### src/rtl/decade_chain_pkg.sv
// ============================================================================
// Module   : decade_chain_pkg
// Brief    : Shared types and constants for the decade counter chain.
// Revision : 1.0 - initial release
// ============================================================================
`default_nettype none

package decade_chain_pkg;

    localparam int              BCD_W   = 4;
    localparam logic [BCD_W-1:0] BCD_MAX = 4'd9;

    typedef enum logic [1:0] {
        ST_IDLE  = 2'd0,
        ST_LOAD  = 2'd1,
        ST_RUN   = 2'd2,
        ST_PAUSE = 2'd3
    } state_t;

    function automatic logic [BCD_W-1:0] bcd_inc(input logic [BCD_W-1:0] d);
        return (d >= BCD_MAX) ? '0 : d + 4'd1;
    endfunction

endpackage

`default_nettype wire

### src/rtl/decade_chain_ctrl_bcd_digit.sv
// ============================================================================
// Module   : bcd_digit
// Brief    : One mod-10 counter digit with parallel load and terminal count.
// Revision : 1.0 - initial release
// ============================================================================
`default_nettype none

module bcd_digit
    import decade_chain_pkg::*;
(
    input  logic             CLK,
    input  logic             CLR,
    input  logic             EN,
    input  logic             LD,
    input  logic [BCD_W-1:0] LD_VAL,
    output logic [BCD_W-1:0] Q,
    output logic             TC
);

    logic [BCD_W-1:0] r_q;

    // Out-of-range presets collapse to 0 so the digit never leaves 0..9.
    always_ff @(posedge CLK) begin
        if (CLR) begin
            r_q <= '0;
        end else if (LD) begin
            r_q <= (LD_VAL > BCD_MAX) ? '0 : LD_VAL;
        end else if (EN) begin
            r_q <= bcd_inc(r_q);
        end
    end

    assign Q  = r_q;
    assign TC = (r_q == BCD_MAX);

endmodule

`default_nettype wire

### src/rtl/decade_chain_ctrl.sv
// ============================================================================
// Module   : decade_chain_ctrl
// Brief    : Run/pause/load sequencer, prescaler and ripple enables for a
//            cascade of BCD digits. DECADE_CHAIN_CMP_EN adds compare-and-pause.
// Revision : 1.0 - initial release
// ============================================================================
`default_nettype none

module decade_chain_ctrl
    import decade_chain_pkg::*;
#(
    parameter int NDIG     = 4,
    parameter int TICK_DIV = 10
) (
    input  logic              CLK,
    input  logic              CLR,
    input  logic              START,
    input  logic              STOP,
    input  logic              LOAD_VALID,
    output logic              LOAD_READY,
    input  logic [3:0]        LOAD_DATA,
    output logic [NDIG-1:0]   DIG_EN,
    output logic [4*NDIG-1:0] CNT_Q,
    output logic              RUN,
    output logic              OVF
`ifdef DECADE_CHAIN_CMP_EN
    ,
    input  logic [4*NDIG-1:0] CMP_VAL,
    output logic              MATCH
`endif
);

    localparam int             c_PW    = $clog2(TICK_DIV + 1);
    localparam int             c_IW    = (NDIG > 1) ? $clog2(NDIG) : 1;
    localparam logic [c_PW-1:0] c_PMAX  = c_PW'(TICK_DIV - 1);
    localparam logic [c_IW-1:0] c_ILAST = c_IW'(NDIG - 1);

    state_t          r_state;
    state_t          w_state_nxt;
    logic [c_PW-1:0] r_presc;
    logic [c_IW-1:0] r_idx;
    logic            r_ready;
    logic            r_run;
    logic            r_ovf;
    logic            r_match;
    logic            w_tick;
    logic            w_accept;
    logic            w_last;
    logic            w_match;
    logic            w_all_nines;
    logic [NDIG-1:0] w_tc;
    logic [NDIG-1:0] w_dig_en;

    assign w_tick   = (r_state == ST_RUN) && (r_presc == c_PMAX);
    assign w_last   = (r_idx == c_ILAST);
    assign w_accept = LOAD_VALID && r_ready &&
                      (((r_state == ST_IDLE) && !START) || (r_state == ST_LOAD));

    // Ripple enable: digit k counts only when every lower digit sits at 9.
    always_comb begin
        w_all_nines = 1'b1;
        w_dig_en    = '0;
        for (int k = 0; k < NDIG; k++) begin
            w_dig_en[k] = w_tick & w_all_nines;
            w_all_nines = w_all_nines & w_tc[k];
        end
    end

`ifdef DECADE_CHAIN_CMP_EN
    logic [4*NDIG-1:0] w_cnt_nxt;

    // Compare against the value this tick produces, so the pause lands on the same edge.
    always_comb begin
        w_cnt_nxt = CNT_Q;
        for (int k = 0; k < NDIG; k++) begin
            if (w_dig_en[k]) begin
                w_cnt_nxt[4*k +: 4] = bcd_inc(CNT_Q[4*k +: 4]);
            end
        end
        w_match = w_tick && (w_cnt_nxt == CMP_VAL);
    end

    assign MATCH = r_match;
`else
    assign w_match = 1'b0;
`endif

    always_ff @(posedge CLK) begin
        if (CLR) begin
            r_state <= ST_IDLE;
        end else begin
            r_state <= w_state_nxt;
        end
    end

    always_comb begin
        w_state_nxt = r_state;
        case (r_state)
            ST_IDLE: begin
                if (START) begin
                    w_state_nxt = ST_RUN;
                end else if (w_accept) begin
                    w_state_nxt = w_last ? ST_IDLE : ST_LOAD;
                end
            end
            ST_LOAD: begin
                if (w_accept && w_last) begin
                    w_state_nxt = ST_IDLE;
                end
            end
            ST_RUN: begin
                if (STOP || w_match) begin
                    w_state_nxt = ST_PAUSE;
                end
            end
            ST_PAUSE: begin
                if (STOP) begin
                    w_state_nxt = ST_IDLE;
                end else if (START) begin
                    w_state_nxt = ST_RUN;
                end
            end
            default: w_state_nxt = ST_IDLE;
        endcase
    end

    always_ff @(posedge CLK) begin
        if (CLR) begin
            r_presc <= '0;
            r_idx   <= '0;
            r_ready <= 1'b0;
            r_run   <= 1'b0;
            r_ovf   <= 1'b0;
            r_match <= 1'b0;
        end else begin
            r_ready <= (w_state_nxt == ST_IDLE) || (w_state_nxt == ST_LOAD);
            r_run   <= (w_state_nxt == ST_RUN);
            r_ovf   <= w_tick & w_all_nines;
            r_match <= w_match;
            if (w_accept) begin
                r_idx <= w_last ? '0 : r_idx + c_IW'(1);
            end
            // A tick in flight always completes; STOP only freezes a partial period.
            if (r_state == ST_RUN) begin
                if (w_tick) begin
                    r_presc <= '0;
                end else if (!STOP) begin
                    r_presc <= r_presc + c_PW'(1);
                end
            end else if ((r_state == ST_PAUSE) && STOP) begin
                r_presc <= '0;
            end
        end
    end

    generate
        for (genvar k = 0; k < NDIG; k++) begin : g_digit
            bcd_digit u_digit (
                .CLK    (CLK),
                .CLR    (CLR),
                .EN     (w_dig_en[k]),
                .LD     (w_accept && (r_idx == c_IW'(k))),
                .LD_VAL (LOAD_DATA),
                .Q      (CNT_Q[4*k +: 4]),
                .TC     (w_tc[k])
            );
        end
    endgenerate

    assign DIG_EN     = w_dig_en;
    assign LOAD_READY = r_ready;
    assign RUN        = r_run;
    assign OVF        = r_ovf;

endmodule

`default_nettype wire

### config.mk
export PLATFORM = sky130hd
export DESIGN_NAME = decade_chain_ctrl
export DESIGN_NICKNAME = d
export VERILOG_FILES = /design/src/rtl/decade_chain_pkg.sv /design/src/rtl/decade_chain_ctrl_bcd_digit.sv /design/src/rtl/decade_chain_ctrl.sv
export SDC_FILE = /design/constraint.sdc
export NUM_CORES = 1
export LEC_CHECK = 0
export BUFFER_PORTS_ARGS = -buffer_cell sky130_fd_sc_hd__clkbuf_2
export CAP_MARGIN = 0
export CORE_ASPECT_RATIO = 0.5
export CORE_MARGIN = 1.5
export CORE_UTILIZATION = 40
export CTS_BUF_LIST = sky130_fd_sc_hd__clkbuf_4 sky130_fd_sc_hd__clkbuf_8 sky130_fd_sc_hd__clkbuf_16
export DETAILED_ROUTE_END_ITERATION = 10
export SETUP_SLACK_MARGIN = 0.05
export SLEW_MARGIN = 20
export SYNTH_ARGS = -nofsm -noshare
export SYNTH_HDL_FRONTEND = slang
export SYNTH_HIERARCHICAL = 1
export SYNTH_SLANG_ARGS = --single-unit
### constraint.sdc
create_clock -name CLK -period 5 [get_ports CLK]
set_input_delay 0.5 -clock CLK [delete_from_list [all_inputs] [get_ports CLK]]
set_output_delay 0.5 -clock CLK [all_outputs]
set_load 0.03 [all_outputs]
* Yosys cells after proc, flatten, opt, wreduce, memory -nomap -nowiden
Cells that the tools add are included.
** Storage, ports and cells
- Output and inout bits :: 23
- Input port bits :: 9
- RAM bits :: 0
- Memory bits (read-only) :: 0
- Register bits after elaboration :: 27
- Bits in latches :: 0
- Memories kept :: 0
** Operators by class
- Reductions and logical operators :: 21
- Bitwise gates (word level) :: 7
- Mux-type cells :: 26
- Div/mod/pow operators :: 0
- Multipliers :: 0
- Equal/unequal tests :: 14
- Shifts and indexed selects :: 0
- Add/subtract/negate cells :: 6
- Order comparisons :: 5
** Operators by type and width (count)
- 4-bit 2-to-1 mux :: 17
- 4-bit by 1-bit adder with 4-bit output (second input constant) :: 5
- 4-bit equality test (second input constant) :: 5
- 4-bit >= comparator (second input constant) :: 4
- 2-bit 2-to-1 mux :: 7
- 2-bit equality test (second input constant) :: 5
- 2-bit nonzero test :: 5
- 1-bit logical AND :: 9
- 2-bit case mux with 4 select lines :: 1
- 1-bit AND :: 7
- 2-bit by 1-bit equality test with 1-bit output (second input constant) :: 3
- 2-bit logical NOT :: 3
- 4-bit > comparator (second input constant) :: 1
- 3-bit != test (second input constant) :: 1
- 2-bit by 1-bit adder with 2-bit output (second input constant) :: 1
- 1-bit logical OR :: 2
- 2-bit AND reduction :: 1
- 1-bit logical NOT :: 1
- 1-bit 2-to-1 mux :: 1

* Longest topological paths before layout
Gate-level depths: netlist of the first run.
- Depth after elaboration :: 9
- Gate-level depth with buffers :: 9

* Cells and area by module
The synthesis of the first run kept the hierarchy.
** Modules (own cells, without submodules)
- bcd_digit :: cells each 34, instances 4, area each 286.5 um2, seq. area each 80.1 um2
- decade_chain_ctrl :: cells each 78, instances 1, area each 725.7 um2, seq. area each 220.2 um2

* Worst setup path after synthesis of the first run
No wires, ideal clock.
- Path type :: reg-to-reg
- Start point :: reg g_digit[0].u_digit.r_q[0]
- End point :: reg g_digit[3].u_digit.r_q[1]
- Cell stages (with the launch flop) :: 9
- Path slack :: 2562 ps
- Buffers on the path :: 0
- Arrival :: 2310 ps
- Path through :: dfxtp_1 ha_1 nand2_1 nor2_1 nor4b_4 and3_1 nor2_2 a221oi_1 a211oi_1
** On the way
- Word-level cells in the longest chain between the ends :: 5
** Ends and longest elaborated chain
- start: declaration :: RTL line decade_chain_ctrl_bcd_digit.sv:20 : logic [BCD_W-1:0] r_q;
- start signal: assignment :: RTL line decade_chain_ctrl_bcd_digit.sv:27 : r_q <= (LD_VAL > BCD_MAX) ? '0 : LD_VAL;
- start signal: assignment :: RTL line decade_chain_ctrl_bcd_digit.sv:29 : r_q <= bcd_inc(r_q);
- 4-bit equality test :: RTL line decade_chain_ctrl_bcd_digit.sv:34 : assign TC = (r_q == BCD_MAX);
- named net w_tc[0] :: RTL line decade_chain_ctrl.sv:51 : logic [NDIG-1:0] w_tc;
- 1-bit AND (2 in series) :: RTL line decade_chain_ctrl.sv:65 : w_all_nines = w_all_nines & w_tc[k];
- 1-bit AND :: RTL line decade_chain_ctrl.sv:64 : w_dig_en[k] = w_tick & w_all_nines;
- named net DIG_EN[3] :: RTL line decade_chain_ctrl.sv:22 : output logic [NDIG-1:0] DIG_EN,
- 2-bit nonzero test (no source line)
- end signal: assignment :: RTL line decade_chain_ctrl_bcd_digit.sv:27
- end signal: assignment :: RTL line decade_chain_ctrl_bcd_digit.sv:29
- end: declaration :: RTL line decade_chain_ctrl_bcd_digit.sv:20
The timed path passes the listed nets, and every way through them passes these cells.
A chain may end at the register's enable or synchronous reset.

* Worst setup path in the final report of the first run
- Start point :: reg r_presc[0]
- End point :: out DIG_EN[3]
** On the way
- Word-level cells in the longest chain between the ends :: 3
** Ends and longest elaborated chain
- start: declaration :: RTL line decade_chain_ctrl.sv:40 : logic [c_PW-1:0] r_presc;
- start signal: assignment :: RTL line decade_chain_ctrl.sv:148 : r_presc <= r_presc + c_PW'(1);
- 4-bit equality test :: RTL line decade_chain_ctrl.sv:54 : assign w_tick = (r_state == ST_RUN) && (r_presc == c_PMAX);
- 1-bit logical AND :: RTL line decade_chain_ctrl.sv:54
- 1-bit AND :: RTL line decade_chain_ctrl.sv:64
- end: declaration :: RTL line decade_chain_ctrl.sv:22
Every way passes these cells.

==> impl_metrics.py, run 1 <==
metrics = {
    "synth": {
        "yosysWarnings": 6,
        "syn_area_per_cell_um2": 8.747,
        "synth_cell_type_count": 44,
        "seq_area_frac_synth": 0.2888,
        "synth_nets": 241,
        "synth_edf_count": 0,
        "syn_inst": 214,
        "synth.ff_latch_count": 27,
        "ys.flop_type": "dfxtp_1",
        "async_flop_share": 0,
        "post_synth_instance_area_um2": 1872,
    },
    "power_and_ir_drop": {
        "p_comb_frac": 0.121,
        "power_leakage_nw": 0.9311,
        "seqPwrFrac": 0.551,
        "netSwitchingPower_w": 0.0001143,
        "p_clk_frac": 0.328,
        "switching_share": 0.2756,
        "powerDensity_nw_per_um2": 195.7,
        "p_int_w": 0.0003004,
        "p_total_w": 0.0004147,
        "ir_drop_mv": 0.1294,
    },
    "final_layout": {
        "seqCellArea_um2": 540.5,
        "finalInstanceArea_um2": 2120,
        "drive_above_1_share": 0.2000,
        "num_antenna_cells": 0,
        "fin_util": 0.4768,
        "final_nets": 273,
        "syn2layout_area_growth_pct": 13.24,
        "n_fill_cell": 434,
        "final_cells": 302,
        "multiInputGateArea_um2": 1240,
    },
    "clock_network": {
        "cts.sinks": 27,
        "cts_tree": "done",
        "clk_pin_slew_ps": 100,
        "ctsHtreeMaxLevel": 1,
        "postCtsResizedCells": 0,
        "worstSkewPairLatency_ps": 280,
        "cts_root_buffer": "clkbuf_8",
        "cts_setup_buffers": 0,
        "numCtsBuffers": 3,
        "hold_buffers": 0,
        "clockBufferDepth": 2,
    },
    "setup_path": {
        "path_delay_family": "simple AND/OR/NAND/NOR gates",
        "cp_slowest_cell": "nor4b_4",
        "r2r_slack_ps": 2730,
        "critPathBufInv": 1,
        "worstPathRequired_ps": 4500,
        "start_kind": "flip-flop",
        "slowest_delay_ps": 480,
        "critical_path_peak_fanout": 6,
        "critPathKind": "flip-flop to output pin",
        "crit_path_end_kind": "output pin",
        "arrival_ps": 2060,
        "crit_chain": "ha_1, nand3b_4, nor4b_4, and3_1, clkbuf_2",
    },
    "global_route": {
        "grt_max_degree": 34,
        "grtUsageTotal": 0.1763,
        "grt_pass1_wl_um": 7210,
        "grt_pass1_vias": 1508,
        "grt_overflow": 0,
        "antenna_found_initial": 0,
    },
    "run_status": {
        "status": "complete, no violations",
    },
    "timing": {
        "setup_viol": 0,
        "slew_headroom": 0.5445,
        "finalHoldViolations": 0,
        "fin_tns_setup_ps": 0,
        "finalClockSkew_ps": 5.168,
        "worst_pin_slew_ps": 683.3,
        "min_period_ps": 2556,
        "rsz0062_at_grt": "false",
        "finalCritPeriodShare": 0.5111,
        "fmax_ghz": 0.3913,
        "report.final.slew_viol_count": 0,
    },
    "place": {
        "gp_congestion": 0.7850,
        "dpl.cell_count": 298,
        "place_area_um2": 2071,
        "portBuffers": 31,
        "dp_hpwl_um": 3174,
    },
    "drt": {
        "wirelength_um": 4368,
        "antenna_left": 0,
        "dr.pass1.iters": 6,
        "wl_per_cell_um": 14.46,
        "via_per_inst": 5.692,
        "vias": 1719,
        "drc": 0,
        "drtIter0Drc": 67,
    },
    "floorplan": {
        "die-area_um2": 5124,
        "start_util": 0.4211,
        "io_pins": 32,
        "die_w_um": 99.74,
        "coreArea_um2": 4446,
        "rows": 17,
        "die_h_um": 51.37,
    },
    "min_path": {
        "worstHoldPathType": "input pin to flip-flop",
    },
    "job": {
        "maxCapViolations": 0,
    },
}
-- per-stage QoR --
stage	hold WS, ps	worst slack [ps]
3_3_place_gp	504.0	2786
4_1_cts	514.4	2455
5_1_grt	536.2	2361
2_1_floorplan	472.8	2562
3_5_place_dp	511.4	2746
6_report	520.0	2444
-- worst paths after layout --
check                  start                       to  cells after the start
hold reg to reg   r_presc[1]               r_presc[1]                      2
setup reg to reg  r_state[0]  g_digit[1].u_digit/Q[3]                      7
hold / removal         START                      RUN                      3
setup / recovery  r_presc[0]                DIG_EN[3]                      5
-- metal layers --
layer | track usage | vias up | share of wire | wire length [um]
li1 | - | 864 | - | -
met1 | 0.2438 | 823 | 0.53 | 2311
met2 | 0.2937 | 30 | 0.43 | 1890
met3 | 0.03557 | 2 | 0.035 | 155
met4 | 0.02113 | 0 | 0.0023 | 10
met5 | 0 | - | 0 | 0
-- power groups by stage --
stage / Combinational [W] / Sequential (W) / Clock (W)
global route: 0.0000550 / 0.000230 / 0.000150
detailed placement: 0.0000499 / 0.000233 / 0
CTS: 0.0000502 / 0.000228 / 0.000141
floorplan: 0.0000319 / 0.000233 / 0
finish: 0.0000502 / 0.000228 / 0.000136
global placement: 0.0000489 / 0.000233 / 0
-- area by class of cell --
type | count | share of cell area
Clock buffer | 4 | 0.02302
Timing Repair Buffer | 31 | 0.07320
Multi-Input combinational cell | 166 | 0.5850
Sequential cell | 27 | 0.2550
Tap cell | 57 | 0.03365
Inverter | 17 | 0.03011
-- tightest hold or removal path, stage by stage --
cell and delay, ps:
clkbuf_2 120, a21oi_1 70, nor2_1 70
-- registers in the layout, indices dropped and copies added, names as in the netlist --
signal / flops
RUN: 1
r_idx: 2
g_digit.u_digit/Q: 16
r_presc: 4
r_state: 2
LOAD_READY: 1
OVF: 1
-- cells by family (layout without fill, tap and decap cells) --
group,Yosys count,in the layout,synth area share
AO/OA/AOI/OAI,65,65,0.2520
buffers and inverters,21,52,0.04879
AND/OR/NAND/NOR,82,82,0.2848
multiplexers,1,1,0.005348
adder cells (fa/ha/maj),18,18,0.1203
flip-flops,27,27,0.2888
-- cell usage after synthesis (all sizes together), types with 2 or more instances --
cell / count / area (um^2)
a211oi: 8 / 65.06
a21oi: 9 / 60.05
a221oi: 8 / 70.07
a31oi: 9 / 56.30
a32oi: 4 / 35.03
and2: 6 / 37.54
and4bb: 4 / 50.05
buf: 3 / 23.77
dfxtp: 27 / 540.5
ha: 18 / 225.2
inv: 17 / 63.81
nand2: 15 / 56.30
nand2b: 3 / 18.77
nand4: 2 / 12.51
nor2: 15 / 66.31
nor2b: 8 / 50.05
nor3: 10 / 50.05
nor3b: 5 / 48.80
o21ai: 13 / 65.06
o21ba: 4 / 40.04
o31ai: 6 / 45.04
or2b: 2 / 16.27
or3b: 4 / 35.03
-- layout by cell type, fill, tap and decap left out, types with 2 or more instances in the layout --
master and count:
a31oi_1 9, ha_1 18, nor2b_1 8, clkbuf_8 3
a21oi_1 5, and4bb_1 4, nor2_2 4, nand4_1 2
clkbuf_2 31, o21ba_1 4, a21oi_2 4, a221oi_1 8
nor3b_1 4, nand2b_1 3, or3b_1 4, a211oi_1 7
nor3_1 10, o21ai_0 13, nand2_1 15, o31ai_1 6
inv_1 17, nor2_1 11, dfxtp_1 27, and2_1 6
a32oi_1 4
(Power assumes the default switching activity.)
==> run 2: changes to the inputs <==
ABC_AREA = 1   (was unset)
clock period = 2.45 ns   (was 5 ns; I/O delays follow)
==> run 2 against run 1 <==
Net effect: worst setup slack worse by 2100 ps; total power up 100%; non-clock buffer count unchanged; global-route usage down 0.59 points; sequential power up 100%; die area up 2.7%; sequential share of layout area down 0.98 points; design area up 4.0%; critical endpoint unchanged.
==> impl_metrics.py, run 2 <==
metrics = {
    "run_status": {
        "status": "complete, no violations",
    },
    "synth": {
        "synthTopCellsByArea": "dfxtp_1, ha_1, nand2_1",
        "synth_nets": 319,
        "async_flop_share": 0,
        "synthMuxAreaShare": 0,
        "synth.ff_latch_count": 27,
        "seq_area_frac_synth": 0.2807,
        "yosys.area_share.simple": 0.2930,
        "yosysWarnings": 6,
        "synth_edf_count": 0,
        "syn_area_per_cell_um2": 6.595,
        "synth.most_common_cell": "nand2_1",
        "yosysTopAreaCellShare": 0.2807,
        "synth_commonest_cells": "nand2_1, inv_1, nor2_1",
        "synth_compound_area_frac": 0.1780,
        "yosysTopAreaCell": "dfxtp_1",
        "synth_adder_area_share": 0.1170,
        "syn_inst": 292,
        "synth_cell_type_count": 22,
        "ys.flop_type": "dfxtp_1",
        "synth_top_family_by_area": "simple AND/OR/NAND/NOR gates",
        "post_synth_instance_area_um2": 1926,
        "synth-xor-area-share": 0.01819,
    },
    "setup_path": {
        "r2r_cells": 11,
        "crit_chain": "ha_1, nand2_1, inv_1, nand3_2, nor2_4, nand2_2, nor2_1, clkbuf_2",
        "cp_slowest_cell": "dfxtp_1",
        "critPathKind": "flip-flop to output pin",
        "critical_path_peak_fanout": 6,
        "crit_path_end_kind": "output pin",
        "start_kind": "flip-flop",
        "worstPathRequired_ps": 2200,
        "slowest_delay_ps": 430,
        "arrival_ps": 1830,
    },
    "clock_network": {
        "cts_root_buffer": "clkbuf_8",
        "cts_setup_buffers": 0,
        "cts.sinks": 27,
        "clk_pin_slew_ps": 90,
        "clockBufferDepth": 2,
        "worstSkewPairLatency_ps": 270,
        "postCtsResizedCells": 0,
        "hold_buffers": 0,
        "ctsHtreeMaxLevel": 1,
        "cts_tree": "done",
        "numCtsBuffers": 3,
    },
    "floorplan": {
        "die_h_um": 52.06,
        "rows": 17,
        "die_w_um": 101.1,
        "io_pins": 32,
        "start_util": 0.4270,
        "die-area_um2": 5264,
        "coreArea_um2": 4509,
    },
    "drt": {
        "via_per_inst": 4.765,
        "wl_per_cell_um": 10.97,
        "dr.pass1.iters": 4,
        "vias": 1868,
        "drtIter0Drc": 100,
        "antenna_left": 0,
        "drc": 0,
        "wirelength_um": 4300,
    },
    "final_layout": {
        "finalInstanceArea_um2": 2205,
        "seqCellArea_um2": 540.5,
        "largest_register_ffs": 16,
        "drive_above_1_share": 0.1902,
        "final_common_cell": "nand2_1",
        "final_nets": 354,
        "syn2layout_area_growth_pct": 14.49,
        "multiInputGateArea_um2": 1167,
        "n_fill_cell": 474,
        "final_cell_mix": "nand2_1, inv_1, nor2_1",
        "num_antenna_cells": 0,
        "fin_util": 0.4889,
    },
    "timing": {
        "rsz0062_at_grt": "false",
        "slew_headroom": 0.6725,
        "fmax_ghz": 0.4813,
        "finalCritPeriodShare": 0.8481,
        "fin_tns_setup_ps": 0,
        "fin_ws_ps": 372.2,
        "worst_pin_slew_ps": 489.4,
        "setup_viol": 0,
        "finalHoldViolations": 0,
        "finalClockSkew_ps": 4.373,
        "min_period_ps": 2078,
        "report.final.slew_viol_count": 0,
    },
    "global_route": {
        "grt_max_degree": 15,
        "grtUsageTotal": 0.1705,
        "grt_overflow": 0,
        "antenna_found_initial": 0,
        "grt_pass1_vias": 1537,
        "grt_pass1_wl_um": 7031,
    },
    "place": {
        "place_ws_ps": 569.5,
        "portBuffers": 31,
        "gp_congestion": 0.8482,
        "dp_hpwl_um": 3289,
        "place_area_um2": 2156,
    },
    "job": {
        "maxCapViolations": 0,
    },
    "power_and_ir_drop": {
        "powerDensity_nw_per_um2": 381.2,
        "ir_drop_mv": 0.2225,
        "power_leakage_nw": 1.107,
    },
    "min_path": {
        "min_path_cells": 4,
        "worstHoldPathType": "input pin to flip-flop",
    },
}
run 2: cell type report:
class	count	area share
Multi-Input combinational cell	208	0.5295
Sequential cell	27	0.2452
Inverter	56	0.09535
Timing Repair Buffer	31	0.07037
Tap cell	66	0.03746
Clock buffer	4	0.02213
run 2: layer usage:
layer	global-route usage	vias up	share of wire
met1	0.2459	840	0.55
met4	0.02778	0	0.0033
met3	0.03898	2	0.033
met2	0.2629	27	0.41
li1	-	999	-
met5	0	-	0
run 2: stage by stage:
stage	hold slack [ps]	instances	total power (W)
after global placement	528.4	388	0.0005798
after CTS	304.0	392	0.0008519
after floorplan	314.1	292	0.0005432
after detailed placement	534.3	388	0.0005818
after global routing	348.6	392	0.0008856
final	318.8	392	0.0008405
run 2: cells by family (layout without fill, tap and decap cells):
family	after synthesis	count (layout)
buffers and inverters	57	91
AND/OR/NAND/NOR	127	127
AO/OA/AOI/OAI	59	59
XOR/XNOR	4	4
adder cells (fa/ha/maj)	18	18
flip-flops	27	27
run 2: final timing paths:
| path | startpoint | end | slack [ps] |
|---|---|---|---|
| worst max-delay path | r_presc[0] | DIG_EN[3] | 370 |
| worst min-delay path | STOP | r_presc[0] | 320 |
| worst min register to register | r_presc[3] | r_presc[3] | 550 |
| worst max register to register | r_state[0] | g_digit[2].u_digit/Q[0] | 550 |
run 2: power by group:
group / switching, W / total [W] / internal, W / leakage, nW
logic: 0.0000733 / 0.000107 / 0.0000341 / 0.862
clock network: 0.000141 / 0.000268 / 0.000128 / 0.0262
registers: 0.0000146 / 0.000465 / 0.000450 / 0.219
run 2: critical path, delay by kind of cell, from the launching register on:
family                     cells  cell delay (ps)
adders and majority gates      1              190
and+or+nand+nor                5              640
buffers and inverters          2              300
DFF                            1              430
